==> src/rtl/pwm_compare_output.sv <==
// PWM compare stage: turns the sine lookup duty value into a single-bit PWM waveform.
// Compare and top are double-buffered in shadow registers that reload only at the
// period wrap, or continuously while the block is disabled. o_wrap strobes once per
// period so the upstream phase accumulator can step.
module pwm_compare_output #(
  parameter int unsigned WIDTH    = 9,
  parameter int unsigned PRESCALE = 1
) (
  input  logic             i_clk,
  input  logic             i_rst_n,
  input  logic             i_enable,
  input  logic [WIDTH-1:0] i_compare,
  input  logic [WIDTH-1:0] i_top,
  output logic             o_pwm,
  output logic             o_wrap
);

  localparam logic [15:0] PreLast = 16'(PRESCALE - 1);

  logic [15:0]      r_pre;
  logic [WIDTH-1:0] r_count;
  logic [WIDTH-1:0] r_top;
  logic [WIDTH-1:0] r_compare;

  logic tick;
  logic at_top;

  // Tick fires on the last clock of each prescale group.
  assign tick   = (r_pre == PreLast);
  assign at_top = (r_count == r_top);

  // Prescaler, period counter, shadow reload and registered outputs.
  always_ff @(posedge i_clk) begin
    if (!i_rst_n) begin
      r_pre     <= '0;
      r_count   <= '0;
      r_top     <= '1;
      r_compare <= '0;
      o_pwm     <= 1'b0;
      o_wrap    <= 1'b0;
    end else if (!i_enable) begin
      // Idle: keep shadows tracking the inputs so the first period uses fresh values.
      r_pre     <= '0;
      r_count   <= '0;
      r_top     <= i_top;
      r_compare <= i_compare;
      o_pwm     <= 1'b0;
      o_wrap    <= 1'b0;
    end else begin
      if (tick) begin
        r_pre <= '0;
        if (at_top) begin
          r_count   <= '0;
          r_top     <= i_top;
          r_compare <= i_compare;
        end else begin
          r_count <= r_count + 1'b1;
        end
      end else begin
        r_pre <= r_pre + 16'd1;
      end
      o_wrap <= tick && at_top;
      o_pwm  <= (r_count < r_compare);
    end
  end

endmodule
==> config.mk <==
export PLATFORM = sky130hd
export DESIGN_NAME = pwm_compare_output
export DESIGN_NICKNAME = d
export VERILOG_FILES = /design/src/rtl/pwm_compare_output.sv
export SDC_FILE = /design/constraint.sdc
export NUM_CORES = 1
export LEC_CHECK = 0
export ABC_AREA = 1
export BUFFER_PORTS_ARGS = -buffer_cell sky130_fd_sc_hd__buf_4
export CORE_AREA = 2 2 102 104
export DETAILED_ROUTE_END_ITERATION = 12
export DIE_AREA = 0 0 104 106
export PLACE_DENSITY = 0.5
export REMOVE_ABC_BUFFERS = 1
export SETUP_SLACK_MARGIN = 0.5
export SLEW_MARGIN = 15
export SYNTH_ARGS = -nofsm -noshare
export SYNTH_HDL_FRONTEND = slang
export SYNTH_SLANG_ARGS = --single-unit
==> constraint.sdc <==
create_clock -name i_clk -period 4.2 [get_ports i_clk]
set_input_delay 0.63 -clock i_clk [delete_from_list [all_inputs] [get_ports i_clk]]
set_output_delay 0.63 -clock i_clk [all_outputs]
set_load 0.05 [all_outputs]
==> results.txt, run 1 <==
CP startpoint kind = flip-flop
Post-synthesis adder-cell area fraction = 0.0572
Die area = 11000 sq um
Number of H-tree levels = 2
Slowest cell on crit path = dfxtp_1
Drt initial violations = 86
CTS root buffer = clkbuf_8
Setup violators final = 0
P_leak = 1.10 nW
Height of the die = 106 microns
CP arrival = 1.98 ns
RSZ-0062 raised after global routing = false
Max capacitance violation total = 0
Post-route ant nets = 0
Layout cells sized above 1 = 0.158
Mean routed wirelength per cell = 10.1 microns
Hold_ws = 0.469 ns
DRC = 0
Cell count after synthesis = 322
Top cell type's share of synthesized area = 0.375
Critical path data required time = 4.38 ns
CTS tree = built
Fin. Hold Viols = 0
Fmax achieved = 0.555 GHz
Measured slew at the worst slew-check pin = 0.514 ns
Setup_tns = 0 ns
Initial core utilization = 0.240
First-pass GRT wire length = 8900 microns
Ys Warns = 0
# rows = 37
Area leader, netlist = dfxtp_1
Worst min path class = flip-flop to flip-flop
Nets = 373
Final min period = 1.80 ns
Clk_lat worst skew = 0.29 ns
Post-CTS sizing = 0
Number of fill cells in the layout = 1130
EDFF count, synth = 0
Routability cong. = 0.731
Post-CTS repair timing setup buffer count = 0
Distinct cell type count after synthesis = 35
Most numerous cell in the Yosys netlist = nand2_1
Drt total wl = 4830 microns
Switching pwr = 0.000188 W
Combinational share of power = 0.097
Mapped Area = 2400 sq um
Synthesis-stage register bit count = 45
Largest net degree at the start of global routing = 31
Synth Area in Simple Gates = 0.354
Setup crit end kind = flip-flop
Antenna diodes = 0
Reg clk slew, reported paths = 0.08 ns
Seq pwr share = 0.571
DRT Pass-1 Iters = 4
Clock power frac = 0.331
Worst vdd ir = 0.147 mV
# hold bufs at CTS = 0
Vias in the first global route = 2039
Top cells by count, synth = nand2_1 (68), dfxtp_1 (45), nor2_1 (45)
Top cells by area, synth = dfxtp_1 (37%), nand2_1 (11%), nor2_1 (7.0%)
Xor and xnor area share after synthesis = 0.0541
Crit path kind = flip-flop to flip-flop
CP Max Fanout = 30
Worst path max stage delay = 0.52 ns
Multiplexer share of the synthesized area = 0
Post-synth ARST share = 0
Max-slew violation count = 0
DP HPWL = 3580 microns
CTS Sinks = 45
Core area = 10000 sq um
Vias = 1999
Final Cycle Share = 0.429
IO Pins = 23
Avg Inst Size Synth = 7.47 sq um
Sw Share = 0.240
Relative slew slack = 0.657
Initial antenna violation count = 0
Via-per-instance ratio = 4.18
IO buf count = 22
Internal power = 0.000595 W
Largest family of logic cells by synthesized area = simple AND/OR/NAND/NOR gates
Worst clock skew = 0.00923 ns
Area fraction in compound gates after synthesis = 0.0734
Sequence of cells on the critical path = xnor2_2, nand3_1, nor2_2, nand3_4, a21oi_1, nor2_1
Die X = 104 microns
Post-synthesis sequential area ratio = 0.375
Num CTS Buffers = 5
Longest Clk Path Bufs = 2
GRT Util Overall = 0.0974
Main synth FF type = dfxtp_1
Status = completed
Synth-to-Final Area Change = 14.3%
PD cells = 285 nW/um^2
Grt total ovfl = 0
==> worst paths after layout <==
kind / start / endpoint / slack [ns] / depth (start not counted)
worst min register to register: r_pre[0] / r_pre[0] / 0.47 / 1
worst max-delay path: r_count[3] / r_compare[2] / 2.40 / 6
worst min-delay path: r_pre[0] / r_pre[0] / 0.47 / 1
worst max register to register: r_count[3] / r_compare[2] / 2.40 / 6
==> worst max-delay path, delay by kind of cell, from the launching register on <==
kind | cells | cell delay (ns)
flip-flops | 1 | 0.52
AND/OR/NAND/NOR | 4 | 0.74
XOR/XNOR | 1 | 0.15
AO/OA/AOI/OAI | 1 | 0.28
==> registers in the layout (all words and copies together), names as in the netlist <==
| signal | flops |
|---|---|
| r_compare | 9 |
| r_pre | 16 |
| r_top | 9 |
| o_wrap | 1 |
| r_count | 9 |
| o_pwm | 1 |
==> power groups by stage <==
| stage | clock, W | sequential [W] | combinational (W) |
|---|---|---|---|
| floorplan | 0 | 0.000458 | 0.0000439 |
| global placement | 0 | 0.000458 | 0.0000762 |
| detailed placement | 0 | 0.000458 | 0.0000776 |
| CTS | 0.000274 | 0.000448 | 0.0000781 |
| global route | 0.000289 | 0.000449 | 0.0000879 |
| finish | 0.000259 | 0.000447 | 0.0000762 |
==> through the flow <==
stage	util	power, W	cells	area (sq um)	worst slack, ns
after detailed placement	0.267	0.000536	470	2670	2.17
after global placement	0.267	0.000534	470	2670	2.23
after CTS	0.275	0.000800	478	2750	2.38
after global routing	0.275	0.000826	478	2750	2.22
after floorplan	-	0.000502	312	2330	2.66
final	0.275	0.000783	478	2750	2.40
==> per-layer routing <==
metal | part of all wire | track usage | vias to the layer above
li1 | - | - | 1077
met1 | 0.47 | 0.115 | 896
met2 | 0.48 | 0.177 | 21
met3 | 0.036 | 0.0245 | 5
met4 | 0.0075 | 0.0232 | 0
met5 | 0 | 0 | -
==> kinds of logic after synthesis <==
family,count (synthesis)
AOI/OAI and AO/OA,31
xor gates and xnor gates,14
adders and majority gates,11
buffers and inverters,46
DFF,45
and+or+nand+nor,175
==> cell type report <==
type / count / area (sq um) / share of cell area
tap: 136 / 170 / 0.0619
timing repair buffer: 22 / 165 / 0.0601
clock buffer: 8 / 80.1 / 0.0291
multi-input combinational: 231 / 1290 / 0.471
sequential: 45 / 901 / 0.328
inverter: 36 / 138 / 0.0501
==> cells in the final DEF, fill, tap and decap left out, drive strengths merged, types with 6 or more instances in the layout <==
cell / n
nand3: 39
nand2: 70
nor3: 6
ha: 11
inv: 36
xnor2: 10
dfxtp: 45
buf: 22
nor2: 51
a21oi: 21
clkbuf: 8
Power figures use the tool's default switching activity.
==> run 2, diff against run 1 <==
- clock period: 4.2 -> 1.75 ns (I/O delays scaled with it)
==> run 2 against run 1 <==
  * Routed wire length increased by 28%
  * Combinational power increased to 3.0 times the previous value
  * Largest cell class unchanged
  * Hold slack got worse by 0.30 ns
  * Power increased to 2.7 times the previous value
  * First-iteration DRC count decreased by 26%
  * Critical path type unchanged
  * Via count increased by 11%
  * Setup slack got worse by 2.1 ns
  * Sequential power increased by 140%
  * Fmax increased by 21%
  * Sequential share of layout area decreased by 6.6 points
  * Die area unchanged
==> results.txt, run 2 (synthesis gave the netlist of run 1 again) <==
Fin. Hold Viols = 0 (unchanged)
Initial core utilization = 0.240 (unchanged)
Height of the die = 106 microns (unchanged)
Hold_ws = 0.168 ns (was 0.469 ns)
Setup_tns = 0 ns (unchanged)
Most common cell after layout, fill and taps aside = nand2_1 (unchanged)
Sequence of cells on the critical path = inv_4, nand2_2, nand2_1, nor2_1, nand2_1, nor2_4, nand3_4, buf_12, nand3_4, nor2_1 (was xnor2_2, nand3_1, nor2_2, nand3_4, a21oi_1, nor2_1)
IO Pins = 23 (unchanged)
Final Cycle Share = 0.850 (was 0.429)
Crit path kind = flip-flop to flip-flop (unchanged)
GRT Util Overall = 0.109 (was 0.0974)
Final min period = 1.49 ns (was 1.80 ns)
Synth-to-Final Area Change = 50.0% (was 14.3%)
Core area = 10000 sq um (unchanged)
Worst path bufs/invs = 2 (was 0)
CP startpoint kind = flip-flop (unchanged)
Register area = 943 sq um (was 901 sq um)
DP HPWL = 3870 microns (was 3580 microns)
Worst clock skew = 0.00873 ns (was 0.00923 ns)
Drt total wl = 6180 microns (was 4830 microns)
Nets = 410 (was 373)
FF-to-FF Start = r_count[6] (was r_count[3])
P_leak = 1.41 nW (was 1.10 nW)
Vias in the first global route = 2136 (was 2039)
Routability cong. = 0.731 (about the same)
Max-slew violation count = 0 (unchanged)
Via-per-instance ratio = 4.31 (was 4.18)
CTS tree = built (unchanged)
Die area = 11000 sq um (unchanged)
Flip-flop count of the largest register after layout = 16 (unchanged)
Fmax achieved = 0.672 GHz (was 0.555 GHz)
Measured slew at the worst slew-check pin = 0.424 ns (was 0.514 ns)
Grt met2 use = 0.203 (was 0.177)
Mean routed wirelength per cell = 12.0 microns (was 10.1 microns)
Setup violators final = 0 (unchanged)
Post-route ant nets = 0 (unchanged)
Most flops, register = r_pre (unchanged)
Vias = 2213 (was 1999)
Longest Clk Path Bufs = 2 (unchanged)
CTS root buffer = clkbuf_8 (unchanged)
DRT Pass-1 Iters = 4 (unchanged)
Critical path data required time = 1.93 ns (was 4.38 ns)
M3 GR Usage = 0.0245 (unchanged)
CP Max Fanout = 8 (was 30)
Max capacitance violation total = 0 (unchanged)
Min-Delay Path Depth = 3 (was 1)
Final cell count without fillers = 514 (was 478)
Setup crit end kind = flip-flop (unchanged)
Grt total ovfl = 0 (unchanged)
DRC = 0 (unchanged)
Final Total Pwr = 0.00208 W (was 0.000783 W)
Internal reg-to-reg setup slack = 0.26 ns (was 2.40 ns)
CP arrival = 1.67 ns (was 1.98 ns)
Num CTS Buffers = 5 (unchanged)
Start point of the worst hold path = i_top[5] (was r_pre[0])
Drt initial violations = 64 (was 86)
Relative slew slack = 0.718 (was 0.657)
RSZ-0062 raised after global routing = true (was false)
Commonest cells after routing, fill and taps aside = nand2_1 (57), buf_4 (44), inv_1 (26), nor2_1 (25), dfxtp_1 (23) (was nand2_1 (68), nor2_1 (45), dfxtp_1 (45), inv_1 (33), nand3_1 (29))
Worst vdd ir = 0.311 mV (was 0.147 mV)
Placed insts = 478 (was 470)
IO buf count = 22 (unchanged)
Number of H-tree levels = 2 (unchanged)
Clk_lat worst skew = 0.30 ns (was 0.29 ns)
Reg clk slew, reported paths = 0.09 ns (was 0.08 ns)
Worst path max stage delay = 0.38 ns (was 0.52 ns)
Most crowded layer after global routing = met2 (unchanged)
Met1 Use GR = 0.128 (was 0.115)
Number of fill cells in the layout = 1049 (was 1130)
Delay-heaviest family, CP = simple AND/OR/NAND/NOR gates (unchanged)
Antenna diodes = 0 (unchanged)
First-pass GRT wire length = 9860 microns (was 8900 microns)
Slowest cell on crit path = dfxtp_4 (was dfxtp_1)
# hold bufs at CTS = 0 (unchanged)
Layout cells sized above 1 = 0.487 (was 0.158)
Status = completed (unchanged)
PD cells = 575 nW/um^2 (was 285 nW/um^2)
Terminus of the critical flop-to-flop path = r_count[5] (was r_compare[2])
Worst min path class = input pin to flip-flop (was flip-flop to flip-flop)
Initial antenna violation count = 0 (unchanged)
# rows = 37 (unchanged)
Largest net degree at the start of global routing = 30 (was 31)
CTS Sinks = 45 (unchanged)
Multi-input logic area = 1700 sq um (was 1290 sq um)
Reg2reg path depth = 10 (was 6)
Worst Hold End = r_top[5] (was r_pre[0])
Die X = 104 microns (unchanged)
[run 2: cell count changes in the layout (fill, tap and decap cells not counted), moves of 7 or more]
cell	change
nand2_2	+8
ha_4	+8
buf_6	+10
ha_1	-8
inv_1	-7
dfxtp_1	-22
nor2_2	+8
buf_4	+22
dfxtp_2	+16
nor2_4	+12
nand2_1	-11
nand3_1	-8
nor2_1	-20
[run 2: routing by layer]
metal / vias up / part of all wire
met3: 8 / 0.030
li1: 1145 / -
met1: 1032 / 0.43
met4: 0 / 0.010
met2: 28 / 0.53
met5: - / 0
[run 2: how the worst max path moves through the flow]
stage / depth (start not counted) / end / startpoint / slack [ns]
after detailed placement: 7 / r_compare[5] / r_count[4] / 0.20
after CTS: 10 / r_count[8] / r_pre[0] / 0.23
final: 10 / r_count[5] / r_count[6] / 0.26
after floorplan: 9 / r_compare[0] / r_pre[0] / 0.21
after global routing: 10 / r_count[3] / r_count[6] / 0.16
after global placement: 7 / r_compare[5] / r_count[4] / 0.20
[run 2: what timing repair did]
action                                  CTS  global route
cloned                                    1             1
endpoints found under the setup margin   45            45
pin swaps                                18            33
setup buffers                            11            16
gates resized for setup                  71            73
[run 2: report_power, final]
part	internal [W]	switching [W]	leakage, nW	total [W]
registers	0.00105	0.0000186	0.379	0.00107
clock network	0.000416	0.000364	0.0540	0.000780
logic	0.000111	0.000119	0.973	0.000230
[run 2: per-stage QoR]
step | setup WS (ns) | cell area [sq um] | util
floorplan | 0.211 | 2330 | -
global placement | 0.198 | 2740 | 0.274
detailed placement | 0.198 | 2740 | 0.274
CTS | 0.234 | 3200 | 0.320
global route | 0.159 | 3610 | 0.361
finish | 0.263 | 3610 | 0.361
[run 2: layout make-up]
class	count	area share
clock buffer	5	0.0191
clock inverter	2	0.00971
inverter	36	0.0395
multi-input combinational	231	0.471
sequential	45	0.262
tap	136	0.0472
timing repair buffer	59	0.152
[run 2: worst register-to-register path: stages (launching register included)]
cell and delay [ns]:
dfxtp_4 0.38, inv_4 0.04, nand2_2 0.04, nand2_1 0.05
nor2_1 0.09, nand2_1 0.10, nor2_4 0.15, nand3_4 0.13
buf_12 0.18, nand3_4 0.14, nor2_1 0.07
